$ cat config.mk
export PLATFORM = sky130hd
export DESIGN_NAME = sram_bus_arbiter
export DESIGN_NICKNAME = d
export VERILOG_FILES = /design/src/rtl/sram_bus_arbiter.sv
export SDC_FILE = /design/constraint.sdc
export NUM_CORES = 1
export LEC_CHECK = 0
export ABC_AREA = 1
export BUFFER_PORTS_ARGS = -buffer_cell sky130_fd_sc_hd__buf_2
export CORE_AREA = 3 3 109 111
export CTS_CLUSTER_DIAMETER = 200
export CTS_CLUSTER_SIZE = 12
export DETAILED_ROUTE_END_ITERATION = 16
export DIE_AREA = 0 0 112 114
export PLACE_DENSITY_LB_ADDON = 0.15
export SLEW_MARGIN = 20
export SYNTH_ARGS = -nofsm -noshare
export SYNTH_HDL_FRONTEND = slang
export SYNTH_SLANG_ARGS = --single-unit
$ cat constraint.sdc
create_clock -name clk -period 2.7 [get_ports clk]
set_clock_uncertainty 0.1 [all_clocks]
set_input_delay 0.135 -clock clk [delete_from_list [all_inputs] [get_ports clk]]
set_output_delay 0.135 -clock clk [all_outputs]
set_load 0.02 [all_outputs]
$ cat src/rtl/sram_bus_arbiter.sv
// Shares one SRAM-like bus between the instruction-fetch and data ports, one transaction at a time.
// Data has priority; instruction fetch wins once after STARVE_LIMIT consecutive data grants.
module sram_bus_arbiter #(
  parameter int unsigned STARVE_LIMIT = 4
) (
  input  logic        clk,
  input  logic        resetn,
  input  logic        inst_req,
  input  logic [31:0] inst_addr,
  output logic        inst_addr_ok,
  output logic        inst_data_ok,
  output logic [31:0] inst_rdata,
  input  logic        data_req,
  input  logic        data_wr,
  input  logic [1:0]  data_size,
  input  logic [31:0] data_addr,
  input  logic [31:0] data_wdata,
  output logic        data_addr_ok,
  output logic        data_data_ok,
  output logic [31:0] data_rdata,
  output logic        bus_req,
  output logic        bus_wr,
  output logic [1:0]  bus_size,
  output logic [31:0] bus_addr,
  output logic [31:0] bus_wdata,
  input  logic        bus_addr_ok,
  input  logic        bus_data_ok,
  input  logic [31:0] bus_rdata,
  output logic        busy,
  output logic [1:0]  dbg_state,
  output logic        dbg_owner,
  output logic [3:0]  dbg_starve_cnt
);

  localparam logic [1:0] S_IDLE = 2'd0;
  localparam logic [1:0] S_ADDR = 2'd1;
  localparam logic [1:0] S_DATA = 2'd2;
  localparam logic OWN_INST = 1'b0;
  localparam logic OWN_DATA = 1'b1;
  localparam logic [3:0] LIMIT = 4'(STARVE_LIMIT);

  logic [1:0]  state_q, state_d;
  logic        owner_q, owner_d;
  logic [3:0]  starve_q, starve_d;
  logic        req_q, req_d;
  logic        wr_q, wr_d;
  logic [1:0]  size_q, size_d;
  logic [31:0] addr_q, addr_d;
  logic [31:0] wdata_q, wdata_d;
  logic        grant_inst;

  always_comb begin
    state_d    = state_q;
    owner_d    = owner_q;
    starve_d   = starve_q;
    req_d      = req_q;
    wr_d       = wr_q;
    size_d     = size_q;
    addr_d     = addr_q;
    wdata_d    = wdata_q;
    grant_inst = inst_req && (!data_req || (starve_q == LIMIT));
    case (state_q)
      S_IDLE: begin
        if (inst_req || data_req) begin
          state_d = S_ADDR;
          req_d   = 1'b1;
          if (grant_inst) begin
            owner_d  = OWN_INST;
            wr_d     = 1'b0;
            size_d   = 2'd2;
            addr_d   = inst_addr;
            wdata_d  = 32'd0;
            starve_d = 4'd0;
          end else begin
            owner_d = OWN_DATA;
            wr_d    = data_wr;
            size_d  = data_size;
            addr_d  = data_addr;
            wdata_d = data_wdata;
            // Only a data grant that bypasses a waiting fetch counts toward starvation.
            if (inst_req) starve_d = (starve_q == LIMIT) ? starve_q : starve_q + 4'd1;
            else          starve_d = 4'd0;
          end
        end
      end
      S_ADDR: begin
        if (bus_addr_ok) begin
          req_d   = 1'b0;
          state_d = bus_data_ok ? S_IDLE : S_DATA;
        end
      end
      S_DATA: begin
        if (bus_data_ok) state_d = S_IDLE;
      end
      default: begin
        state_d = S_IDLE;
        req_d   = 1'b0;
      end
    endcase
  end

  always_ff @(posedge clk or negedge resetn) begin
    if (!resetn) begin
      state_q  <= S_IDLE;
      owner_q  <= OWN_INST;
      starve_q <= 4'd0;
      req_q    <= 1'b0;
      wr_q     <= 1'b0;
      size_q   <= 2'd0;
      addr_q   <= 32'd0;
      wdata_q  <= 32'd0;
    end else begin
      state_q  <= state_d;
      owner_q  <= owner_d;
      starve_q <= starve_d;
      req_q    <= req_d;
      wr_q     <= wr_d;
      size_q   <= size_d;
      addr_q   <= addr_d;
      wdata_q  <= wdata_d;
    end
  end

  logic addr_hs, data_hs;
  assign addr_hs = (state_q == S_ADDR) && bus_addr_ok;
  // data_ok counts in ADDR only alongside addr_ok (zero-latency slave); in IDLE it is ignored.
  assign data_hs = ((state_q == S_ADDR) && bus_addr_ok && bus_data_ok) ||
                   ((state_q == S_DATA) && bus_data_ok);

  assign inst_addr_ok = addr_hs && (owner_q == OWN_INST);
  assign inst_data_ok = data_hs && (owner_q == OWN_INST);
  assign data_addr_ok = addr_hs && (owner_q == OWN_DATA);
  assign data_data_ok = data_hs && (owner_q == OWN_DATA);
  assign inst_rdata   = bus_rdata;
  assign data_rdata   = bus_rdata;

  assign bus_req   = req_q;
  assign bus_wr    = wr_q;
  assign bus_size  = size_q;
  assign bus_addr  = addr_q;
  assign bus_wdata = wdata_q;

  assign busy           = (state_q != S_IDLE);
  assign dbg_state      = state_q;
  assign dbg_owner      = owner_q;
  assign dbg_starve_cnt = starve_q;

endmodule

# --- Word level (Yosys, flattened, before mapping) ---
# Cells that the tools add are included.
totals:
  reg_bits: 75
op_classes:
  n_mux: 16
  n_reduce_logical: 18
  addsub: 1
  bitwise: 2
  eq_ne: 7
ops:
  columns: ["cell", "count"]
  rows:
  - ["$mux W32", 2]
  - ["$mux W4", 3]
  - ["$mux W2", 5]
  - ["$reduce_and A3 Y1", 3]
  - ["$logic_and A1 B1 Y1", 8]
  - ["$ne A2 B2 Y1 const B", 3]
  - ["$pmux W2 S3", 1]
  - ["$add A4 B1 Y4 const B", 1]
  - ["$eq A4 B3 Y1 const B", 1]
  - ["$mux W1", 4]
  - ["$logic_or A1 B1 Y1", 3]
  - ["$ne A3 B3 Y1 const B", 1]
  - ["$pmux W1 S3", 1]
  - ["$eq A2 B1 Y1 const B", 1]
  - ["$eq A2 B2 Y1 const B", 1]
  - ["$logic_not A2 Y1", 1]
  - ["$not A1 Y1", 2]
  - ["$reduce_and A2 Y1", 1]
  - ["$reduce_bool A2 Y1", 1]
  - ["$logic_not A1 Y1", 1]

# --- Longest topological paths before layout ---
depth:
  ltp_word: 5
  ltp_mapped: 9
  mapped_depth_nobuf: 8

# --- Least setup slack after synthesis ---
# Ideal clock, no wire load.
synth_timing:
  path_kind: "reg2reg"
  startpoint: "register starve_q[0] (netlist: dbg_starve_cnt[0])"
  endpoint: "register wdata_q[14] (netlist: bus_wdata[14])"
  arrival_ns: 1.464
  path_stages_with_launch: 10
  required_ns: 2.535
  slack_ns: 1.071
  setup_ns: 0.065
  period_less_slack_ns: 1.629
  path_cell_list: "dfrtp_1 -> inv_1 -> ha_1 -> nand3_1 -> nand2_2 -> nand2_2 -> buf_4 -> buf_2 -> nand3_1 -> nand2_1"
synth_via:
  elab_chain_cells: 4
synth_rtl:
  columns: ["element", "line_no", "source"]
  rows:
  - ["from (decl)", "44", "logic [3:0] starve_q, starve_d;"]
  - ["from (signal assigned)", "115", "starve_q <= starve_d;"]
  - ["$eq A4 B3 Y1", "61", "grant_inst = inst_req && (!data_req || (starve_q == LIMIT));"]
  - ["$logic_or A1 B1 Y1", "61", null]
  - ["$logic_and A1 B1 Y1", "61", null]
  - ["$mux W32", "67", "if (grant_inst) begin"]
  - ["to (signal assigned)", "120", "wdata_q <= wdata_d;"]
  - ["to (decl)", "49", "logic [31:0] wdata_q, wdata_d;"]
# Every way passes these cells.
# A chain may end at the register's enable or synchronous reset.

# --- Worst setup path after layout ---
layout_timing:
  startpoint: "register starve_q[0] (netlist: dbg_starve_cnt[0])"
  endpoint: "register addr_q[2] (netlist: bus_addr[2])"
layout_via:
  elab_chain_cells: 4
layout_rtl:
  columns: ["element", "line_no", "source"]
  rows:
  - ["$eq A4 B3 Y1", "61", null]
  - ["$logic_or A1 B1 Y1", "61", null]
  - ["$logic_and A1 B1 Y1", "61", null]
  - ["$mux W32", "67", null]
  - ["to (signal assigned)", "119", "addr_q <= addr_d;"]
  - ["to (decl)", "48", "logic [31:0] addr_q, addr_d;"]
# Every way passes these cells.

==> flow_summary.ini <==
[die]
die_h_um = 114
dieWidth_um = 112
top_level_ports = 281
num_rows = 38
core_sq_mm = 0.0109
die_area_sq_mm = 0.0128
initial_core_util_pct = 37.7

[power_and_ir_drop]
power_density_mw_per_mm2 = 970
ir_drop_mv = 0.476
power_leakage_nw = 3.25

[cts]
cts-root-buf = clkbuf_8
clock_path_buffers = 2
clk-insertion-delay-late_ps = 330
cts_tree = done
cts_resized = 0
cts.sinks = 75
cts_hold_buf = 69
path_clk_slew_ps = 80
cts_setup_buffers = 0
numCtsBuffers = 9
htreeDepth = 3

[worst_setup_path]
r2r_slack_ps = 380
r2r_end = bus_addr[2]$_DFFE_PN0P_
critical_path.max_fanout = 42
critPathLaunchType = flip-flop
reg2reg_depth = 10
end_kind = flip-flop
critical_path_class = reg -> reg
r2r-start = dbg_starve_cnt[0]$_DFFE_PN0P_
arrival_ps = 2450
worstPathRequired_ps = 2830

[place]
placed_cell_area_sq_mm = 0.00462
dpl.hpwl_um = 7490
gp_congestion = 0.811
port_buffers = 184

[global_route]
antenna_found_initial = 1
met1_usage_pct = 22.6
grt_pass1_wl_um = 17800
grt_overflow = 0
grt_pass1_vias = 3717
grt_max_degree = 76
grtUsageMet3_pct = 4.46
grt_use_met2_pct = 27.3
track_usage_pct = 17.1
busiest_layer = met2

[route]
postRouteAntennaNets = 0
wirelength_um = 11100
drc = 0
drt_pass1_iterations = 5
dr.first_iter.drc_count = 300
vias_per_cell = 4.48
vias = 3884
wire_per_inst_um = 12.8

[final_layout]
final_nets = 861
drive_above_1_share_pct = 28.7
final_area_sq_mm = 0.00547
final_util_pct = 50.2
antennaDiodeCount = 0
fill_cells = 1069
syn_to_final_growth_pct = 33.3

[timing]
worst_slew_pin_slew_ps = 936
setup_viol = 0
post-route-period-util_pct = 85.9
rsz0062_at_grt = false
final-max-slew-violation-count = 0
fmax_mhz = 431
hold_viol = 0
finalCriticalPeriod_ps = 2320
fin_setup_tns_ps = 0
slew_headroom_pct = 37.6

[synthesis]
synth_area_sq_mm = 0.00410
synth_top_family_by_area = simple AND/OR/NAND/NOR gates
yosysTopAreaCell = dfrtp_1
synthDominantCellAreaShare_pct = 45.8
synth_edf_count = 0
synthSimpleGateAreaFrac_pct = 30.2
ys_types = 20
synth_commonest_cells = nand2_1 (173), nand3_1 (100), dfrtp_1 (75)
synth_seq_cells = 75
syn-num-nets = 683
synth_flop_cell = dfrtp_1
ys_warn_count = 0
synth_adder_area_share_pct = 0.610
yosysSeqAreaShare_pct = 45.8
syn_inst = 544
async_flop_share_pct = 100
yosysMostFrequentCell = nand2_1
synth_xor_area_share_pct = 0.427
synthMuxAreaShare_pct = 0
syn_area_per_cell_sq_um = 7.54
synth_compound_area_share_pct = 0.885
synth_area_leaders = dfrtp_1 (46%), nand2_1 (16%), buf_4 (12%)

[min_path]
hp-start = data_addr[12]
hold_class = in -> reg
hold_end = bus_addr[12]$_DFFE_PN0P_
hold_depth = 5

[run]
cap_violations = 0

[status]
outcome = finished, final reports clean
-- worst max-delay path by stage --
stage	end	start	slack (ps)
2_1_floorplan	bus_wdata[14]$_DFFE_PN0P_	dbg_starve_cnt[0]$_DFFE_PN0P_	1070
3_3_place_gp	bus_addr[3]$_DFFE_PN0P_	dbg_state[1]$_DFFE_PN0P_	820
3_5_place_dp	bus_addr[10]$_DFFE_PN0P_	dbg_state[1]$_DFFE_PN0P_	750
4_1_cts	bus_addr[2]$_DFFE_PN0P_	dbg_starve_cnt[0]$_DFFE_PN0P_	370
5_1_grt	bus_addr[9]$_DFFE_PN0P_	dbg_starve_cnt[0]$_DFFE_PN0P_	160
6_report	bus_addr[2]$_DFFE_PN0P_	dbg_starve_cnt[0]$_DFFE_PN0P_	380
-- layer usage --
layer / up-vias / wire (um)
li1: 1945 / -
met2: 166 / 5040
met5: - / 7
met3: 28 / 899
met1: 1743 / 4950
met4: 2 / 210
-- critical path: stages (launching register included) --
cell,delay [ps]
dfrtp_1,430
inv_1,60
ha_1,190
nand3_1,120
nand2_2,70
nand2_2,60
buf_4,390
nand2_1,90
nand3_1,80
dlygate4sd3_1,560
nand2_1,50
-- flip-flops by register name, summed over array words and instances, names as in the netlist --
signal,cells
bus_size,2
bus_req,1
bus_wdata,32
dbg_owner,1
dbg_starve_cnt,4
bus_wr,1
dbg_state,2
bus_addr,32
-- per-stage QoR --
stage | hold WS (ps) | setup WS, ps | cells | total power, mW
6_report | 20.4 | 381 | 867 | 5.30
5_1_grt | 22.0 | 155 | 867 | 5.74
3_3_place_gp | 170 | 819 | 782 | 4.52
4_1_cts | 0.809 | 369 | 867 | 5.38
3_5_place_dp | 170 | 751 | 782 | 4.56
2_1_floorplan | -261 | 1070 | 544 | 3.77
-- cell usage in the layout (no fill, tap or decap), drive strengths merged --
cell,synthesis,final
nor2,13,13
buf,89,190
xor2,1,1
o22ai,1,1
inv,75,75
xnor2,1,1
nor3,2,2
dlygate4sd3,0,69
nand3,100,100
clkbuf,3,13
o21ai,6,6
nand2,175,175
ha,2,2
clkinv,0,3
dfrtp,75,75
nand4,1,1
-- power by group --
group	switching, mW	internal [mW]	leakage [nW]	total [mW]
Clock	0.374	0.331	0.0812	0.705
Combinational	1.75	0.883	2.24	2.63
Sequential	0.321	1.64	0.933	1.97
-- cells by family (layout without fill, tap and decap cells) --
| family | after synthesis | after routing |
|---|---|---|
| fa+ha+maj | 2 | 2 |
| xor+xnor | 2 | 2 |
| compound gates | 7 | 7 |
| simple gates | 291 | 291 |
| flops | 75 | 75 |
| buf+inv | 167 | 350 |
-- layout make-up --
| type | count | area [sq um] | area share [%] |
|---|---|---|---|
| clock buffer | 13 | 139 | 2.54 |
| inverter | 75 | 282 | 5.15 |
| tap | 140 | 175 | 3.21 |
| clock inverter | 3 | 15.0 | 0.275 |
| timing repair buffer | 259 | 1660 | 30.4 |
| multi-input combinational | 302 | 1320 | 24.1 |
| sequential | 75 | 1880 | 34.3 |
No activity file was read; power rests on OpenSTA's default activity.
